`src/rtl/bus_arb.sv`:
```
// Memory-bus arbiter and access sequencer for the JAVK CPU (fetch, data, DMA).
// Optional round-robin arbitration is enabled by defining BUS_ARB_RR_EN.
module bus_arb #(
  parameter int ADDR_W      = 16,
  parameter int DATA_W      = 8,
  parameter int WAIT_CYCLES = 0
) (
  input  logic                clk,
  input  logic                rst,
  input  logic [2:0]          req,
  input  logic [2:0]          we,
  input  logic [3*ADDR_W-1:0] addr,
  input  logic [3*DATA_W-1:0] wdata,
  output logic [2:0]          gnt,
  output logic [2:0]          ack,
  output logic [DATA_W-1:0]   rdata,
  output logic [ADDR_W-1:0]   addrbus,
  output logic                rw,
  output logic [DATA_W-1:0]   mem_wdata,
  input  logic [DATA_W-1:0]   mem_rdata
);

  if (WAIT_CYCLES > 15) begin : g_bad_wait
    $error("bus_arb: WAIT_CYCLES must be in 0..15");
  end

  localparam logic [3:0] WAIT_LD = 4'(WAIT_CYCLES);

  typedef enum logic [1:0] {IDLE, ACCESS, WAIT, DONE} state_t;

  state_t              state_q, state_d;
  logic [2:0]          gnt_q, gnt_d;
  logic [2:0]          ack_q, ack_d;
  logic [DATA_W-1:0]   rdata_q, rdata_d;
  logic [ADDR_W-1:0]   addrbus_q, addrbus_d;
  logic                rw_q, rw_d;
  logic [DATA_W-1:0]   mem_wdata_q, mem_wdata_d;
  logic [3:0]          cnt_q, cnt_d;

  logic [2:0]          win;
  logic [ADDR_W-1:0]   addr_sel;
  logic [DATA_W-1:0]   wdata_sel;
  logic                we_sel;

`ifdef BUS_ARB_RR_EN
  logic [1:0] ptr_q, ptr_d;

  // Search starts at ptr and wraps 2 -> 0; first requester found wins.
  function automatic logic [2:0] rr_pick(input logic [2:0] r, input logic [1:0] p);
    logic [2:0] res;
    int idx;
    res = '0;
    for (int k = 0; k < 3; k++) begin
      idx = (int'(p) + k) % 3;
      if (r[idx] && (res == 3'b000)) res[idx] = 1'b1;
    end
    return res;
  endfunction

  always_comb begin
    win = rr_pick(req, ptr_q);
  end
`else
  always_comb begin
    win = 3'b000;
    if (req[2])      win = 3'b100;
    else if (req[1]) win = 3'b010;
    else if (req[0]) win = 3'b001;
  end
`endif

  always_comb begin
    addr_sel  = '0;
    wdata_sel = '0;
    we_sel    = 1'b0;
    for (int i = 0; i < 3; i++) begin
      if (win[i]) begin
        addr_sel  = addr[i*ADDR_W +: ADDR_W];
        wdata_sel = wdata[i*DATA_W +: DATA_W];
        we_sel    = we[i];
      end
    end
  end

  always_comb begin
    state_d     = state_q;
    gnt_d       = gnt_q;
    ack_d       = 3'b000;
    rdata_d     = rdata_q;
    addrbus_d   = addrbus_q;
    rw_d        = rw_q;
    mem_wdata_d = mem_wdata_q;
    cnt_d       = cnt_q;
`ifdef BUS_ARB_RR_EN
    ptr_d       = ptr_q;
`endif
    case (state_q)
      IDLE: begin
        if (req != 3'b000) begin
          gnt_d       = win;
          addrbus_d   = addr_sel;
          mem_wdata_d = wdata_sel;
          rw_d        = we_sel;
          state_d     = ACCESS;
`ifdef BUS_ARB_RR_EN
          ptr_d = win[0] ? 2'd1 : (win[1] ? 2'd2 : 2'd0);
`endif
        end
      end
      ACCESS: begin
        if (WAIT_CYCLES == 0) begin
          state_d = DONE;
          ack_d   = gnt_q;
          if (!rw_q) rdata_d = mem_rdata;
        end else begin
          cnt_d   = WAIT_LD;
          state_d = WAIT;
        end
      end
      WAIT: begin
        cnt_d = cnt_q - 4'd1;
        if (cnt_q == 4'd1) begin
          state_d = DONE;
          ack_d   = gnt_q;
          if (!rw_q) rdata_d = mem_rdata;
        end
      end
      DONE: begin
        // addrbus and mem_wdata deliberately hold their last values.
        gnt_d   = 3'b000;
        rw_d    = 1'b0;
        state_d = IDLE;
      end
      default: state_d = IDLE;
    endcase
  end

  always_ff @(posedge clk) begin
    if (rst) begin
      state_q     <= IDLE;
      gnt_q       <= '0;
      ack_q       <= '0;
      rdata_q     <= '0;
      addrbus_q   <= '0;
      rw_q        <= 1'b0;
      mem_wdata_q <= '0;
      cnt_q       <= '0;
`ifdef BUS_ARB_RR_EN
      ptr_q       <= '0;
`endif
    end else begin
      state_q     <= state_d;
      gnt_q       <= gnt_d;
      ack_q       <= ack_d;
      rdata_q     <= rdata_d;
      addrbus_q   <= addrbus_d;
      rw_q        <= rw_d;
      mem_wdata_q <= mem_wdata_d;
      cnt_q       <= cnt_d;
`ifdef BUS_ARB_RR_EN
      ptr_q       <= ptr_d;
`endif
    end
  end

  assign gnt       = gnt_q;
  assign ack       = ack_q;
  assign rdata     = rdata_q;
  assign addrbus   = addrbus_q;
  assign rw        = rw_q;
  assign mem_wdata = mem_wdata_q;

endmodule

```
`config.mk`:
```
export PLATFORM = sky130hd
export DESIGN_NAME = bus_arb
export DESIGN_NICKNAME = d
export VERILOG_FILES = /design/src/rtl/bus_arb.sv
export SDC_FILE = /design/constraint.sdc
export NUM_CORES = 1
export LEC_CHECK = 0
export BUFFER_PORTS_ARGS = -buffer_cell sky130_fd_sc_hd__buf_2
export CORE_ASPECT_RATIO = 0.9
export CORE_MARGIN = 5
export CORE_UTILIZATION = 30
export CTS_CLUSTER_DIAMETER = 80
export CTS_CLUSTER_SIZE = 12
export DETAILED_ROUTE_END_ITERATION = 10
export GPL_ROUTABILITY_DRIVEN = 0
export GPL_TIMING_DRIVEN = 0
export SETUP_SLACK_MARGIN = 0.05
export SKIP_LAST_GASP = 1
export SYNTH_ARGS = -nofsm -noshare
export SYNTH_HDL_FRONTEND = slang
export SYNTH_SLANG_ARGS = --single-unit
```
`constraint.sdc`:
```
create_clock -name clk -period 4.8 [get_ports clk]
set_input_delay 0.24 -clock clk [delete_from_list [all_inputs] [get_ports clk]]
set_output_delay 0.24 -clock clk [all_outputs]
set_load 0.005 [all_outputs]
```
==> results.yml, run 1 <==
run_status:
  outcome: "completed"
sta:
  slew-limit-headroom: 0.642
  clock_skew_ns: 0.00414
  tightestPinTransition_ns: 0.536
  drv_slew: 0
  final.setup.tns_ns: 0
  rsz0062_at_grt: "false"
  max_freq_mhz: 557
  final-setup-viol-count: 0
  post-route-min-period_ns: 1.80
  post-route-period-util: 0.374
  finalHoldViolCount: 0
synthesis:
  yosysTopAreaCellShare: 0.399
  avgSynthCellArea_um2: 10.1
  synth_cells: 224
  synth-seq-cells: 45
  ys_async_sr_fraction: 0
  syn_area_um2: 2260
  synth_edf_count: 0
  yosysTopAreaCell: "dfxtp_1"
  synth.distinct_cells: 32
  synth_area_leaders: "dfxtp_1, nand2b_1, a221o_1"
  synth_seq_area_share: 0.399
  synth-main-ff-cell: "dfxtp_1"
  synth_nets: 319
  yosys_warnings: 0
die:
  fp.coreArea_um2: 7430
  die_w_um: 101
  die_y_um: 92.3
  start_util: 0.304
  num_rows: 30
  num_io_pins: 127
  dieArea_um2: 9360
global_routing:
  grt_overflow_total: 0
  grt_pass1_vias: 2277
  grt_pass1_wl_um: 11100
  grt_usage: 0.148
  grt_max_degree: 13
  antenna_found_initial: 0
setup_path:
  critPathKind: "flip-flop to flip-flop"
  crit_end: "state_q[1]"
  critical_path_arrival_ns: 1.97
  worst-path-max-fanout: 6
  rr_startpoint: "state_q[0]"
  reg2reg_setup_slack_ns: 3.00
  r2r-end: "state_q[1]"
  reg2reg_depth: 5
  crit_path_end_kind: "flip-flop"
  worstSetupStartpointType: "flip-flop"
  critical_path_required_ns: 4.98
  critical_path.startpoint: "state_q[0]"
route:
  wl_met2_um: 3440
  wl_met1_um: 2990
  drc: 0
  drt_first_pass_iters: 4
  vias_per_cell: 4.90
  drt_iter0_markers: 73
  postRouteAntennaNets: 0
  highest_layer: "met4"
  num_vias: 2216
  wl_met3_um: 433
  post_drt_wl_per_cell_um: 15.4
  routed_wl_um: 6960
clock_network:
  clock-sinks: 45
  cts_tree: "done"
  clk_latency_ns: 0.29
  clockBufferDepth: 2
  root_buffer: "clkbuf_8"
  cts.repair.resized: 0
  cts_hold_buffers: 0
  cts_made_buffers: 5
  postCtsSetupBuffers: 0
  clk_pin_slew_worst_paths_ns: 0.08
  cts_htree_levels: 2
final_layout:
  fin_util: 0.416
  drive_above_1_share: 0.402
  n_fill_cell: 786
  finalNonFillerCells: 452
  syn_to_final_growth_pct: 36.9
  nets: 451
  diodes: 0
pwr:
  vdd_drop_max_uv: 153
  power.total_uw: 1280
  cellPowerDensity_nw_per_um2: 414
  leakagePower_uw: 0.00142
min_path:
  min_path_type: "input port to flip-flop"
placed_design:
  placed_cells: 445
  portBuffers: 125
  dp_hpwl_um: 5480
flow_run:
  cap_violations: 0
cell usage after synthesis (2+ instances only):
library cell,n
nor2b_1,3
a32o_1,24
inv_1,8
clkbuf_1,13
mux2i_1,8
nand2b_1,42
a21oi_1,4
buf_6,4
ha_1,7
a21o_1,2
xnor2_1,2
nand2_1,2
dfxtp_1,45
buf_2,4
a211oi_1,3
o21ai_1,2
and3b_1,2
a221o_1,24
nor2_1,10
o21ai_0,3
placed cells by master, fill, tap and decap left out, types with 3 or more instances in the layout:
| cell type | netlist | routed |
|---|---|---|
| a211oi_1 | 3 | 3 |
| a21oi_1 | 4 | 4 |
| a221o_1 | 24 | 24 |
| a32o_1 | 24 | 24 |
| buf_2 | 4 | 129 |
| buf_6 | 4 | 4 |
| clkbuf_1 | 13 | 14 |
| clkbuf_8 | 0 | 6 |
| dfxtp_1 | 45 | 45 |
| ha_1 | 7 | 7 |
| inv_1 | 8 | 8 |
| mux2i_1 | 8 | 8 |
| nand2b_1 | 42 | 42 |
| nor2_1 | 10 | 10 |
| nor2b_1 | 3 | 3 |
| o21ai_0 | 3 | 3 |
cell type report:
| cell class | count | area (um2) | area share |
|---|---|---|---|
| well taps | 96 | 120 | 0.0389 |
| plain buffers | 21 | 114 | 0.0369 |
| clock buffers | 7 | 86.3 | 0.0279 |
| flip-flops and latches | 45 | 901 | 0.292 |
| repair buffers | 125 | 626 | 0.203 |
| multi-input cells | 150 | 1210 | 0.392 |
| inverters | 8 | 30.0 | 0.00972 |
stage by stage:
stage          worst slack, ns  hold WS, ns  instance area, um2
2_1_floorplan             3.25        0.392                2260
3_3_place_gp              3.00        0.443                3000
3_5_place_dp              2.99        0.437                3000
4_1_cts                   2.98        0.184                3090
5_1_grt                   2.88        0.189                3090
6_report                  3.00        0.195                3090
sequential cells by signal (all words and copies together), names as in the netlist:
register,cells
ack,3
addrbus,16
cnt_q,4
gnt,3
mem_wdata,8
rdata,8
rw,1
state_q,2
power breakdown:
group / switching, uW / internal, uW
Sequential: 60.7 / 478
Combinational: 251 / 254
Clock: 122 / 114
Total: 433 / 846
cell families after synthesis:
kind of cell	count (synthesis)	synth area share
AND/OR/NAND/NOR	66	0.182
adder cells (fa/ha/maj)	7	0.0388
XOR/XNOR	3	0.0116
buffers and inverters	29	0.0637
AO/OA/AOI/OAI	65	0.264
flip-flops	45	0.399
multiplexers	9	0.0405
critical path, cell delays in order (launching register included):
cell and delay [ns]:
dfxtp_1 0.35, inv_1 0.11, ha_1 0.24, nor4b_2 0.49
a21o_1 0.17, mux2_1 0.33
how the worst min path moves through the flow:
stage	slack [ns]	depth (start not counted)	endpoint	startpoint
2_1_floorplan	0.39	2	gnt[0]	req[0]
3_5_place_dp	0.44	2	ack[1]	gnt[1]
5_1_grt	0.19	3	rdata[1]	mem_rdata[1]
6_report	0.19	3	rdata[3]	mem_rdata[3]
4_1_cts	0.18	3	rdata[1]	mem_rdata[1]
3_3_place_gp	0.44	1	addrbus[6]	addrbus[6]
metal layers:
metal	GRT usage	vias up
met2	0.246	62
li1	-	1100
met3	0.0316	9
met5	0	-
met1	0.192	1045
met4	0.0432	0
No activity file was read; power rests on OpenSTA's default activity.
==> inputs of run 2 (changes only) <==
clock period = 1.6 ns   (was 4.8 ns; I/O delays follow)
==> run 2 against run 1 <==
Against the previous run: sequential share of layout area shrank 0.39 points; core utilization is 0.91 points higher; combinational power increased to 3.3 times the previous value; clock skew is 0.0034 ns higher; non-clock buffer count up 1; worst setup slack got worse by 2.9 ns; maximum frequency grew 18%; worst hold slack lost 0.15 ns; sequential power increased to 3.0 times the previous value; critical path type unchanged.
==> results.yml, run 2 (synthesized netlist as in run 1, its figures left out) <==
run_status:
  outcome: "completed"
global_routing:
  antenna_found_initial: 0
  grt.busiest_layer: "met2"
  grt_pass1_vias: 2276
  grt_pass1_wl_um: 11200
  grt_max_degree: 13
  use_met2: 0.253
  grt_usage: 0.148
  grt_overflow_total: 0
  grt.met3_usage: 0.0248
  met1_usage: 0.190
setup_path:
  critical_path_required_ns: 1.79
  critical_path_arrival_ns: 1.71
  r2r-end: "state_q[1]"
  rr_startpoint: "cnt_q[1]"
  reg2reg_setup_slack_ns: 0.08
  critPathKind: "flip-flop to flip-flop"
  worst-path-max-fanout: 3
  crit_path_end_kind: "flip-flop"
  reg2reg_depth: 5
  worstSetupStartpointType: "flip-flop"
sta:
  rsz0062_at_grt: "true"
  slew-limit-headroom: 0.633
  final.setup.tns_ns: 0
  finalHoldViolCount: 0
  post-route-period-util: 0.951
  clock_skew_ns: 0.00754
  max_freq_mhz: 657
  tightestPinTransition_ns: 0.551
  hold_ws_ns: 0.0415
  final-setup-viol-count: 0
  drv_slew: 0
  post-route-min-period_ns: 1.52
final_layout:
  drive_above_1_share: 0.430
  final_cell_mix: "buf_2, nand2b_1, dfxtp_1, a221o_1, a32o_1"
  layout_commonest_cell: "buf_2"
  diodes: 0
  ff_latch_area_um2: 908
  n_fill_cell: 763
  nets: 452
  syn_to_final_growth_pct: 39.9
  largest_reg_flops: 16
  multi_input_area_um2: 1250
  fin_util: 0.425
min_path:
  worstHoldStart: "mem_rdata[2]"
  min_path_type: "input port to flip-flop"
  worstHoldEndpoint: "rdata[2]"
  hold_depth: 3
route:
  num_vias: 2236
  drc: 0
  vias_per_cell: 4.93
  postRouteAntennaNets: 0
  post_drt_wl_per_cell_um: 15.8
  routed_wl_um: 7190
  drt_iter0_markers: 80
  drt_first_pass_iters: 4
placed_design:
  portBuffers: 125
  dp_hpwl_um: 5640
clock_network:
  clk_latency_ns: 0.29
  cts_tree: "done"
  cts_htree_levels: 2
  clk_pin_slew_worst_paths_ns: 0.09
  clockBufferDepth: 2
  root_buffer: "clkbuf_8"
  clock-sinks: 45
  cts_made_buffers: 5
pwr:
  power.total_uw: 4000
  leakagePower_uw: 0.00144
  vdd_drop_max_uv: 426
  cellPowerDensity_nw_per_um2: 1270
die:
  num_io_pins: 127
  start_util: 0.304
  die_w_um: 101
  die_y_um: 92.3
  fp.coreArea_um2: 7430
  num_rows: 30
  dieArea_um2: 9360
flow_run:
  cap_violations: 0
==> run 2: area by class of cell <==
| class | instances | area share |
|---|---|---|
| Timing Repair Buffer | 127 | 0.207 |
| Multi-Input combinational cell | 150 | 0.397 |
| Buffer | 20 | 0.0357 |
| Inverter | 8 | 0.00951 |
| Clock buffer | 8 | 0.0254 |
| Sequential cell | 45 | 0.288 |
| Tap cell | 96 | 0.0380 |
==> run 2: worst max path at each step <==
stage / start / to / slack, ns / cells past startpoint
final: cnt_q[1] / state_q[1] / 0.08 / 5
after CTS: cnt_q[0] / state_q[1] / -0.04 / 4
after global placement: state_q[0] / state_q[1] / -0.19 / 5
after global routing: cnt_q[1] / state_q[1] / 0.02 / 5
after detailed placement: state_q[0] / state_q[1] / -0.20 / 5
after floorplan: state_q[0] / state_q[1] / 0.06 / 5
==> run 2: what timing repair did <==
| action | in CTS | in global routing |
|---|---|---|
| setup endpoints to repair | 37 | 34 |
| buffers inserted | 2 | 0 |
| hold endpoints to repair | 0 | 0 |
| hold buffers | 0 | 0 |
| pin swaps | 1 | 1 |
| gates resized for setup | 4 | 10 |
==> run 2: power by group <==
group / switching [uW] / internal (uW)
clock: 368 / 311
combinational: 787 / 899
sequential: 188 / 1450
total: 1340 / 2660
==> run 2: layer usage <==
layer / wire, um / part of all wire
met5: 0 / 0
met4: 121 / 0.017
met3: 402 / 0.056
met2: 3560 / 0.49
met1: 3110 / 0.43
==> run 2: worst max-delay path, stage by stage, from the launching register on <==
cell,delay [ns]
dfxtp_2,0.34
inv_2,0.07
ha_4,0.12
or3b_4,0.40
a21o_1,0.19
mux2_4,0.30
==> run 2: per-stage QoR <==
| stage | worst slack (ns) | area (um2) | std cells |
|---|---|---|---|
| 2_1_floorplan | 0.0559 | 2260 | 224 |
| 3_3_place_gp | -0.191 | 3010 | 445 |
| 3_5_place_dp | -0.197 | 3010 | 445 |
| 4_1_cts | -0.0411 | 3130 | 454 |
| 5_1_grt | 0.0217 | 3160 | 454 |
| 6_report | 0.0789 | 3160 | 454 |
==> inputs of run 3 (changes only) <==
ABC_AREA = 1   (was unset)
CTS_CLUSTER_DIAMETER = unset   (was 80)
==> run 3 against run 2 <==
Against the previous run: first-iteration DRC count is 3.8% lower; maximum frequency is 7.3% higher; sequential share of layout area is 1.4 points lower; largest cell class unchanged; synthesized cell count is 61% higher.
==> results.yml, run 3 <==
clock_network:
  cts_made_buffers: 5
  cts_htree_levels: 2
  root_buffer: "clkbuf_8"
  cts_hold_buffers: 0
  clk_latency_ns: 0.29
  cts_tree: "done"
  clock-sinks: 45
  clockBufferDepth: 2
  clk_pin_slew_worst_paths_ns: 0.08
die:
  dieArea_um2: 10000
  start_util: 0.305
  die_y_um: 95.5
  num_rows: 31
  fp.coreArea_um2: 7990
  num_io_pins: 127
  die_w_um: 105
synthesis:
  syn_area_um2: 2430
  synthTopCellsByCount: "nand2_1, nor2_1, a21oi_1, dfxtp_1, nand3_1"
  synth_cells: 360
  synth_area_leaders: "dfxtp_1, nand2_1, a21oi_1"
  synth-main-ff-cell: "dfxtp_1"
  synth-seq-cells: 45
  yosysTopAreaCellShare: 0.370
  synth.most_common_cell: "nand2_1"
  yosysTopAreaCell: "dfxtp_1"
  ys_async_sr_fraction: 0
  synth.distinct_cells: 23
  synth_nets: 455
  synth_edf_count: 0
  yosys_warnings: 0
  synth_seq_area_share: 0.370
  avgSynthCellArea_um2: 6.76
setup_path:
  reg2reg_depth: 6
  slowest_stage: "dfxtp_2"
  r2r-end: "rdata[5]"
  worst-path-max-fanout: 10
  crit_path_end_kind: "flip-flop"
  rr_startpoint: "state_q[0]"
  critical_path_arrival_ns: 1.64
  critPathKind: "flip-flop to flip-flop"
  path_cells: "inv_1 -> ha_1 -> nand2_2 -> clkbuf_4 -> nand3_1 -> a21oi_1"
  critical_path_required_ns: 1.82
  max_stage_delay_ns: 0.38
  worstSetupPathDepth: 6
  cp_top_family: "flip-flops"
  reg2reg_setup_slack_ns: 0.18
  crit_buf_inv: 2
  worstSetupStartpointType: "flip-flop"
final_layout:
  finalInstanceArea_um2: 3300
  diodes: 0
  syn_to_final_growth_pct: 35.4
  final_cell_mix: "buf_2, nand2_1, nor2_1, a21oi_1, dfxtp_1"
  drive_above_1_share: 0.355
  nets: 586
  largest_reg_flops: 16
  layout_commonest_cell: "buf_2"
global_routing:
  grt_usage: 0.154
  grt_max_degree: 13
  grt_pass1_wl_um: 12600
  grt_overflow_total: 0
  antenna_found_initial: 0
  grt_pass1_vias: 2675
sta:
  fin_ws_ns: 0.182
  rsz0062_at_grt: "false"
  post-route-period-util: 0.886
  final-setup-viol-count: 0
  clock_skew_ns: 0.00392
  slew-limit-headroom: 0.575
  finalHoldViolCount: 0
  post-route-min-period_ns: 1.42
  tightestPinTransition_ns: 0.638
  final.setup.tns_ns: 0
  max_freq_mhz: 705
  drv_slew: 0
route:
  vias_per_cell: 4.73
  drt_iter0_markers: 77
  num_vias: 2784
  drt_first_pass_iters: 5
  routed_wl_um: 7840
  post_drt_wl_per_cell_um: 13.3
  postRouteAntennaNets: 0
  drc: 0
placed_design:
  dp_hpwl_um: 6100
  portBuffers: 123
  place_ws_ns: -0.232
  dpl_cell_area_um2: 3170
pwr:
  leakagePower_uw: 0.00159
  cellPowerDensity_nw_per_um2: 1130
  vdd_drop_max_uv: 405
min_path:
  worstHoldStart: "mem_rdata[6]"
  hold_depth: 3
  worstHoldEndpoint: "rdata[6]"
  min_path_type: "input port to flip-flop"
flow_run:
  cap_violations: 0
run_status:
  outcome: "completed"
## run 3: kinds of logic after synthesis
group | count (synthesis) | synth area share
DFF | 45 | 0.370
AOI/OAI and AO/OA | 71 | 0.162
and+or+nand+nor | 201 | 0.359
adders and majority gates | 7 | 0.0360
buffers and inverters | 36 | 0.0730
## run 3: timing repair
action                     in CTS  in global routing
resized for setup               4                  3
pin swaps                       1                  0
buffers inserted                1                  0
setup endpoints to repair       8                 10
gates cloned                    0                  0
## run 3: routing by layer
metal  wire, um  GRT usage
met5          0          0
met4        157     0.0522
met3        423     0.0339
met2       3790      0.268
met1       3470      0.189
## run 3: how the worst max path moves through the flow
stage	start	endpoint	slack, ns
detailed placement	state_q[0]	rdata[5]	-0.23
floorplan	state_q[0]	rdata[0]	0.09
CTS	state_q[0]	rdata[5]	0.12
finish	state_q[0]	rdata[5]	0.18
global route	state_q[0]	rdata[7]	0.08
global placement	state_q[0]	rdata[2]	-0.19
## run 3: area by class of cell
cell class / instances / area (um2)
fillers: 878 / 4690
multi-input cells: 279 / 1380
flip-flops and latches: 45 / 903
repair buffers: 124 / 636
plain buffers: 23 / 131
well taps: 99 / 124
clock buffers: 5 / 68.8
inverters: 13 / 48.8
clock inverters: 1 / 5.00
## run 3: power breakdown
part           switching [uW]  total [uW]  internal [uW]
clock network             375         663            288
logic                     888        1580            697
registers                 129        1470           1340
total                    1390        3720           2330
## run 3: metrics by stage
stage          instances   util  power, uW  hold WS [ns]
2_1_floorplan        360      -       2430         0.245
3_3_place_gp         582  0.397       2930         0.353
3_5_place_dp         582  0.397       2960         0.362
4_1_cts              589  0.412       3750        0.0420
5_1_grt              589  0.412       4020        0.0558
6_report             589  0.412       3720        0.0511
## run 3: worst reg2reg max path, delay by kind of cell (launching register included)
family | cells | cell delay, ns
AND/OR/NAND/NOR | 2 | 0.22
AO/OA/AOI/OAI | 1 | 0.16
buffers and inverters | 2 | 0.29
flip-flops | 1 | 0.38
adder cells (fa/ha/maj) | 1 | 0.29
